### config.mk
export PLATFORM = sky130hd
export DESIGN_NAME = frv_dmem_sram
export DESIGN_NICKNAME = d
export VERILOG_FILES = /design/src/rtl/frv_dmem_sram.sv
export SDC_FILE = /design/constraint.sdc
export NUM_CORES = 1
export LEC_CHECK = 0
export BUFFER_PORTS_ARGS = -buffer_cell sky130_fd_sc_hd__buf_2
export CAP_MARGIN = 20
export CORE_UTILIZATION = 55
export DETAILED_ROUTE_END_ITERATION = 10
export HOLD_SLACK_MARGIN = 0.08
export PLACE_DENSITY = 0.85
export REMOVE_ABC_BUFFERS = 1
export SYNTH_ARGS = -nofsm -noshare
export SYNTH_HDL_FRONTEND = slang
export SYNTH_SLANG_ARGS = --single-unit
### constraint.sdc
create_clock -name g_clk -period 3.5 [get_ports g_clk]
set_clock_uncertainty 0.1 [all_clocks]
set_input_delay 0.175 -clock g_clk [delete_from_list [all_inputs] [get_ports g_clk]]
set_output_delay 0.175 -clock g_clk [all_outputs]
set_load 0.005 [all_outputs]
### src/rtl/frv_dmem_sram.sv
//------------------------------------------------------------------------------
// frv_dmem_sram
//
// Adapts the core data port (req/gnt request, recv/ack response) to a
// single-port synchronous SRAM with one cycle of read latency.
//
// Each accepted request drives the SRAM in the accept cycle and loads a
// one-entry inflight register. In the following cycle the SRAM read data is
// available, and the response is pushed into a 4-entry response FIFO. The
// core then sees the response two cycles after the accept.
//
// Parameters
//   BASE_ADDR  byte base address of the SRAM window (aligned to 2^SIZE_W)
//   SIZE_W     log2 of the window size in bytes (>= 3)
//
// Ports
//   g_clk, g_resetn        clock, asynchronous active-low reset
//   mem_req/wen/strb/wdata/addr   request from the core
//   mem_gnt                request accepted this cycle
//   mem_recv/error/rdata   response from the FIFO head
//   mem_ack                core consumes the response at the head
//   sram_cs/wen/strb/addr/wdata   SRAM access, driven in the accept cycle
//   sram_rdata             SRAM read data, valid the cycle after a read
//------------------------------------------------------------------------------
module frv_dmem_sram #(
    parameter logic [31:0] BASE_ADDR = 32'h8000_0000,
    parameter int          SIZE_W    = 16
) (
    input  logic              g_clk,
    input  logic              g_resetn,
    input  logic              mem_req,
    input  logic              mem_wen,
    input  logic [3:0]        mem_strb,
    input  logic [31:0]       mem_wdata,
    input  logic [31:0]       mem_addr,
    output logic              mem_gnt,
    output logic              mem_recv,
    input  logic              mem_ack,
    output logic              mem_error,
    output logic [31:0]       mem_rdata,
    output logic              sram_cs,
    output logic              sram_wen,
    output logic [3:0]        sram_strb,
    output logic [SIZE_W-3:0] sram_addr,
    output logic [31:0]       sram_wdata,
    input  logic [31:0]       sram_rdata
);

    localparam logic [31:0] WIN_MASK = (32'd1 << SIZE_W) - 32'd1;

    // Response FIFO state
    logic [2:0]  count_r;
    logic [1:0]  wr_ptr_r;
    logic [1:0]  rd_ptr_r;
    logic [31:0] fifo_data_r [0:3];
    logic [3:0]  fifo_err_r;

    // Inflight register: the request accepted in the previous cycle
    logic        infl_valid_r;
    logic        infl_error_r;
    logic        infl_read_r;

    logic [2:0]  used_s;
    logic        accept_s;
    logic        in_range_s;
    logic        push_s;
    logic        pop_s;
    logic [31:0] push_data_s;

    // Grant and window decode; grant only looks at state, never at mem_ack
    always_comb begin
        used_s     = count_r + {2'b00, infl_valid_r};
        in_range_s = ((mem_addr & ~WIN_MASK) == BASE_ADDR);
        if (mem_req && g_resetn && (used_s < 3'd4)) begin
            mem_gnt = 1'b1;
        end else begin
            mem_gnt = 1'b0;
        end
        accept_s = mem_gnt;
    end

    // SRAM strobe: only accepted in-window requests touch the array
    always_comb begin
        sram_cs    = 1'b0;
        sram_wen   = 1'b0;
        sram_strb  = 4'b0000;
        sram_addr  = '0;
        sram_wdata = 32'h0000_0000;
        if (accept_s && in_range_s) begin
            sram_cs    = 1'b1;
            sram_wen   = mem_wen;
            sram_strb  = mem_wen ? mem_strb : 4'b0000;
            sram_addr  = mem_addr[SIZE_W-1:2];
            sram_wdata = mem_wdata;
        end else begin
            sram_cs    = 1'b0;
            sram_wen   = 1'b0;
        end
    end

    // Push/pop decisions; the SRAM data is only meaningful for in-window reads
    always_comb begin
        push_s = infl_valid_r;
        pop_s  = (count_r != 3'd0) && mem_ack;
        if (infl_read_r && !infl_error_r) begin
            push_data_s = sram_rdata;
        end else begin
            push_data_s = 32'h0000_0000;
        end
    end

    // Response head; zeroed when nothing is pending
    always_comb begin
        mem_recv = (count_r != 3'd0);
        if (mem_recv) begin
            mem_rdata = fifo_data_r[rd_ptr_r];
            mem_error = fifo_err_r[rd_ptr_r];
        end else begin
            mem_rdata = 32'h0000_0000;
            mem_error = 1'b0;
        end
    end

    // Inflight register, FIFO pointers and occupancy count
    always_ff @(posedge g_clk or negedge g_resetn) begin
        if (!g_resetn) begin
            infl_valid_r <= 1'b0;
            infl_error_r <= 1'b0;
            infl_read_r  <= 1'b0;
            count_r      <= 3'd0;
            wr_ptr_r     <= 2'd0;
            rd_ptr_r     <= 2'd0;
        end else begin
            if (accept_s) begin
                infl_valid_r <= 1'b1;
                infl_error_r <= !in_range_s;
                infl_read_r  <= !mem_wen;
            end else begin
                infl_valid_r <= 1'b0;
                infl_error_r <= 1'b0;
                infl_read_r  <= 1'b0;
            end

            if (push_s) begin
                wr_ptr_r <= wr_ptr_r + 2'd1;
            end else begin
                wr_ptr_r <= wr_ptr_r;
            end

            if (pop_s) begin
                rd_ptr_r <= rd_ptr_r + 2'd1;
            end else begin
                rd_ptr_r <= rd_ptr_r;
            end

            // Simultaneous push and pop leaves the count unchanged
            case ({push_s, pop_s})
                2'b10:   count_r <= count_r + 3'd1;
                2'b01:   count_r <= count_r - 3'd1;
                default: count_r <= count_r;
            endcase
        end
    end

    // FIFO storage write port
    always_ff @(posedge g_clk or negedge g_resetn) begin
        if (!g_resetn) begin
            for (int i = 0; i < 4; i++) begin
                fifo_data_r[i] <= 32'h0000_0000;
            end
            fifo_err_r <= 4'b0000;
        end else begin
            if (push_s) begin
                fifo_data_r[wr_ptr_r] <= push_data_s;
                fifo_err_r[wr_ptr_r]  <= infl_error_r;
            end else begin
                fifo_err_r <= fifo_err_r;
            end
        end
    end

endmodule

==> results of run 1 <==
==> kinds of logic (layout without fill, tap and decap cells) <==
| logic type | Yosys count | in the layout | synth area share, % |
|---|---|---|---|
| mux | 38 | 38 | 11.0 |
| compound gates | 129 | 129 | 8.88 |
| xor+xnor | 7 | 7 | 1.10 |
| simple gates | 317 | 317 | 23.2 |
| buf+inv | 67 | 275 | 5.82 |
| flops | 142 | 142 | 48.9 |
| fa+ha+maj | 6 | 6 | 1.14 |
==> state kept, by name, summed over array words and instances (netlist names) <==
signal,flops
infl_valid_r,1
infl_error_r,1
infl_read_r,1
wr_ptr_r,2
fifo_err_r,4
fifo_data_r,128
rd_ptr_r,2
count_r,3
==> metal layers <==
metal	routed length, um	GRT usage [%]	vias to the layer above
met2	9540	49.5	234
met4	396	10.1	0
met3	1000	5.56	31
met5	0	0	-
li1	-	-	2776
met1	6920	32.4	2855
==> report_power, final <==
part	internal [mW]	switching (mW)
registers	2.43	0.593
clock network	1.21	0.663
logic	1.41	1.25
==> final cells by class <==
type,instances,area [um2],share of cell area (%)
Clock buffer,21,450,4.94
Clock inverter,11,164,1.80
Inverter,6,22.5,0.247
Multi-Input combinational cell,497,3310,36.3
Sequential cell,142,3560,39.0
Tap cell,172,215,2.36
Timing Repair Buffer,237,1410,15.4
==> worst min-delay path by stage <==
stage          cells past startpoint                           end  slack [ns]
6_report                           2   fifo_data_r[49]$_DFFE_PN0P_        0.38
5_1_grt                            2   fifo_data_r[16]$_DFFE_PN0P_        0.40
4_1_cts                            2   fifo_data_r[41]$_DFFE_PN0P_        0.38
3_5_place_dp                       2       wr_ptr_r[0]$_DFFE_PN0P_        0.30
3_3_place_gp                       2  fifo_data_r[114]$_DFFE_PN0P_        0.30
2_1_floorplan                      0        count_r[0]$_DFFE_PN0P_       -0.22
==> cells in the final DEF, fill, tap and decap left out, types with 11 or more instances in the layout <==
cell,synthesis,layout
dfrtp_1,142,140
o21ai_0,129,129
clkbuf_16,0,17
buf_2,12,188
nor3_2,51,51
and2_1,35,34
mux4_2,33,33
buf_4,0,11
nand2_1,213,209
dlygate4sd3_1,0,37
==> worst reg2reg max path: stages (launching register included) <==
cell and delay (ns):
dfrtp_1 0.46, or3_1 0.16, buf_4 0.34, and2_1 0.23
ha_1 0.20, inv_1 0.06, fa_1 0.38, xor2_1 0.18
nor2_1 0.07, xor2_1 0.14
==> impl_metrics.csv, run 1 <==
group,metric,value,unit
clock_network,htreeDepth,4,
setup_path,r2r-start,"count_r[2]$_DFFE_PN0P_",
die,initial_core_util,56.9,%
setup_path,crit_arrival,2.42,ns
setup_path,path_depth,4,
global_routing,grt_max_degree,81,
routing,via_count,5896,
setup_path,r2r_cells,9,
setup_path,worst-path-max-fanout,19,
die,pin_count,192,
setup_path,slowest_stage,"dfrtp_2",
setup_path,regToRegSetupSlack,1.06,ns
global_routing,grt.overflow.total,0,
sta,slew_viol_final,0,
routing,via_per_inst,5.43,
place,dpl.hpwl,11300,um
power,power,7.56,mW
setup_path,cp-endpoint,"mem_rdata[13]",
synthesis,synth_seq_area_share,48.9,%
finish,final_area,9130,um2
synthesis,synth_cell_types,29,
synthesis,synth-main-ff-cell,"dfrtp_1",
power,cellPowerDensity,828,nW/um2
place,gp_congestion,0.866,
synthesis,synth_area_leaders,"dfrtp_1 (49%), nand2_1 (11%), mux4_2 (10%), o21ai_0 (8.9%), nor3_2 (7.0%)",
global_routing,grt_pass1_wl,28000,um
sta,maxSlewHeadroom,33.2,%
global_routing,grtUsageTotal,27.4,%
clock_network,clockBufferDepth,2,
sta,tightest_slew,1.00,ns
synthesis,ys_ff_latch,142,
synthesis,synth_top_cell_by_area,"dfrtp_1",
setup_path,r2r-end,"count_r[2]$_DFFE_PN0P_",
setup_path,worst_ep_required_time,3.22,ns
clock_network,cts_hold_buf,37,
place,numPortBuffers,189,
die,coreArea,12800,um2
synthesis,syn_area_per_cell,10.3,um2
setup_path,crit_path_end_kind,"output pin",
sta,period_share,77.1,%
sta,post-route-min-period,2.70,ns
status,status,"finished clean",
synthesis,ys_async_sr_fraction,100,%
place,post-place-ws,1.09,ns
place,dpl_cell_area,8140,um2
routing,drc,0,
clock_network,clock_latency,0.41,ns
die,dieArea,13700,um2
sta,final.setup.tns,0,ns
routing,routedWlPerCell,16.4,um
synthesis,syn_inst,706,
sta,finalWorstSetupSlack,0.801,ns
setup_path,critPathLaunchType,"register",
synthesis,ys_warn_count,0,
finish,layout.cells.non_filler,1086,
worst_hold_path,hp-class,"reg -> reg",
setup_path,max_stage_delay,0.77,ns
clock_network,cts_buffers,17,
finish,nFillCells,906,
worst_hold_path,hold_start,"fifo_data_r[49]$_DFFE_PN0P_",
finish,utilization,71.4,%
routing,drt-total-wl,17900,um
power,ir_drop,0.410,mV
die,die_x,117,um
finish,n_antenna_cell,0,
synthesis,synth_most_common_cell,"nand2_1",
sta,max_clock_freq,370,MHz
clock_network,cts_sinks,142,
die,die_y,117,um
routing,dr.pass1.iters,4,
global_routing,grt_pass1_vias,5755,
setup_path,critPathBufInv,2,
sta,final_hold_viol_count,0,
setup_path,crit_family,"flip-flops",
clock_network,clk_pin_slew,0.06,ns
place,placed_cells,1017,
clock_network,post_cts_buffers,0,
clock_network,root_buffer,"clkbuf_16",
synthesis,syn_area,7270,um2
power,leakage,4.22,nW
run,max_cap_viol_count,0,
sta,holdWs,0.377,ns
global_routing,antenna_found_initial,0,
setup_path,crit_path_start,"rd_ptr_r[0]$_DFFE_PN0P_",
synthesis,synth_top_area_share,48.9,%
finish,drive_gt1_share,36.4,%
sta,rsz0062_at_grt,"false",
finish,area_growth,25.5,%
setup_path,crit_type,"reg -> out",
synthesis,synth_edf_count,0,
routing,ant_nets,0,
finish,final_nets,1012,
setup_path,critical_path.cell_chain,"buf_4 > mux4_2 > and2_1 > buf_2",
synthesis,synthTopCellsByCount,"nand2_1 (213), dfrtp_1 (142), o21ai_0 (129)",
routing,drtIter0Drc,502,
clock_network,ctsResizeCount,0,
sta,setup-violations-final,0,
die,rows,41,
clock_network,cts_tree,"done",
Power figures use the tool's default switching activity.
==> run 2, diff against run 1 <==
CORE_UTILIZATION = 53   (was 55)
PLACE_DENSITY = 0.82   (was 0.85)
clock period = 2.75 ns   (was 3.5 ns; I/O delays follow)
==> run 2 against run 1 <==
  * Flip-flop and latch count unchanged
  * Non-clock buffer count rose by 8
  * Combinational power is 36% higher
  * Die area up 3.7%
  * Critical path type unchanged
  * Largest cell class unchanged
  * Highest routed layer unchanged
==> impl_metrics.csv, run 2 (same netlist as run 1, synthesis figures left out) <==
group,metric,value,unit
finish,largest_reg_flops,128,
run,max_cap_viol_count,0,
die,coreArea,13300,um2
sta,post-route-min-period,2.51,ns
die,pin_count,192,
routing,routedWlPerCell,16.5,um
finish,nFillCells,960,
global_routing,grtUsageTotal,27.4,%
place,gp_congestion,0.878,
die,dieArea,14200,um2
finish,most-common-layout-cells,"nand2_1 (209), buf_2 (188), dfrtp_1 (140)",
sta,maxSlewHeadroom,45.6,%
routing,via_count,5923,
power,cellPowerDensity,1060,nW/um2
clock_network,clockBufferDepth,2,
status,status,"finished clean",
routing,dr.pass1.iters,4,
global_routing,grt_use_met1,32.3,%
worst_hold_path,hp-class,"in -> async",
place,numPortBuffers,189,
clock_network,cts_sinks,142,
routing,drt-total-wl,18100,um
setup_path,worst_ep_required_time,2.51,ns
sta,holdWs,0.344,ns
finish,top_regs,"fifo_data_r x128, fifo_err_r x4, count_r x3",
global_routing,top_usage_layer,"met2",
sta,tightest_slew,0.814,ns
place,dpl.hpwl,11600,um
clock_network,clk_pin_slew,0.06,ns
global_routing,use_met3,6.03,%
die,die_x,119,um
power,ir_drop,0.489,mV
sta,slew_viol_final,0,
setup_path,crit_path_end_kind,"output pin",
sta,setup-violations-final,0,
sta,rsz0062_at_grt,"false",
finish,regMostFlops,"fifo_data_r",
finish,layout_commonest_cell,"nand2_1",
global_routing,grt_max_degree,144,
die,die_y,119,um
setup_path,worst-path-max-fanout,20,
routing,drc,0,
setup_path,critPathLaunchType,"register",
power,leakage,4.30,nW
finish,final_nets,1020,
clock_network,clock_latency,0.42,ns
clock_network,cts_tree,"done",
finish,drive_gt1_share,37.3,%
setup_path,crit_arrival,2.28,ns
clock_network,htreeDepth,4,
routing,via_per_inst,5.39,
finish,area_growth,28.2,%
clock_network,root_buffer,"clkbuf_16",
routing,drtIter0Drc,382,
die,initial_core_util,54.7,%
finish,utilization,70.1,%
global_routing,grt_pass1_vias,6116,
setup_path,crit_type,"reg -> out",
clock_network,post_cts_buffers,0,
clock_network,cts_buffers,17,
sta,final.setup.tns,0,ns
global_routing,met2_usage,47.2,%
finish,n_antenna_cell,0,
place,dpl_cell_area,8290,um2
sta,period_share,91.4,%
global_routing,antenna_found_initial,0,
sta,max_clock_freq,398,MHz
sta,final_hold_viol_count,0,
finish,final_area,9320,um2
global_routing,grt_pass1_wl,29700,um
global_routing,grt.overflow.total,0,
routing,ant_nets,0,
die,rows,42,
-- run 2: stage by stage --
step                worst slack [ns]  power [mW]  instances
floorplan                      0.252        5.93        645
global placement               0.635        7.21       1029
detailed placement             0.616        7.39       1029
CTS                            0.159        10.0       1098
global route                  0.0910        10.6       1098
finish                         0.236        9.92       1098
-- run 2: final timing paths --
| kind | slack, ns | depth (start not counted) | endpoint | start |
|---|---|---|---|---|
| setup / recovery | 0.24 | 4 | mem_rdata[14] | rd_ptr_r[0]$_DFFE_PN0P_ |
| min in group g_clk | 0.38 | 2 | fifo_data_r[75]$_DFFE_PN0P_ | fifo_data_r[75]$_DFFE_PN0P_ |
| hold reg to reg | 0.38 | 2 | fifo_data_r[75]$_DFFE_PN0P_ | fifo_data_r[75]$_DFFE_PN0P_ |
| setup reg to reg | 0.37 | 5 | infl_read_r$_DFF_PN0_ | infl_valid_r$_DFF_PN0_ |
| max in group asynchronous | 1.60 | 3 | rd_ptr_r[1]$_DFFE_PN0P_ | g_resetn |
| hold / removal | 0.34 | 3 | fifo_data_r[98]$_DFFE_PN0P_ | g_resetn |
-- run 2: worst max-delay path, stage by stage, from the launching register on --
cell and delay, ns:
dfrtp_2 0.73, buf_12 0.28, mux4_2 0.52, and2_1 0.19, buf_2 0.13
-- run 2: where the power goes --
part	leakage [nW]	switching [mW]	internal, mW
clock network	0.305	0.874	1.63
registers	1.79	0.701	3.10
logic	2.21	1.67	1.95
-- run 2: layout make-up --
type	count	area, um2	area share (%)
multi-input cells	497	3310	35.6
clock buffers	18	439	4.71
well taps	176	220	2.36
flip-flops and latches	142	3560	38.2
inverters	6	22.5	0.242
repair buffers	245	1550	16.7
clock inverters	14	215	2.31
-- run 2: routing by layer --
| layer | part of all wire, % | wire length, um | vias to the layer above |
|---|---|---|---|
| met1 | 39 | 7080 | 2870 |
| met2 | 52 | 9360 | 209 |
| met4 | 3.5 | 626 | 0 |
| met5 | 0 | 0 | - |
| met3 | 5.5 | 1000 | 42 |
| li1 | - | - | 2802 |
-- run 2: repair_timing --
item	in CTS	in global routing
resized for setup	0	0
hold buffers	37	0
endpoints found under the hold margin	275	0
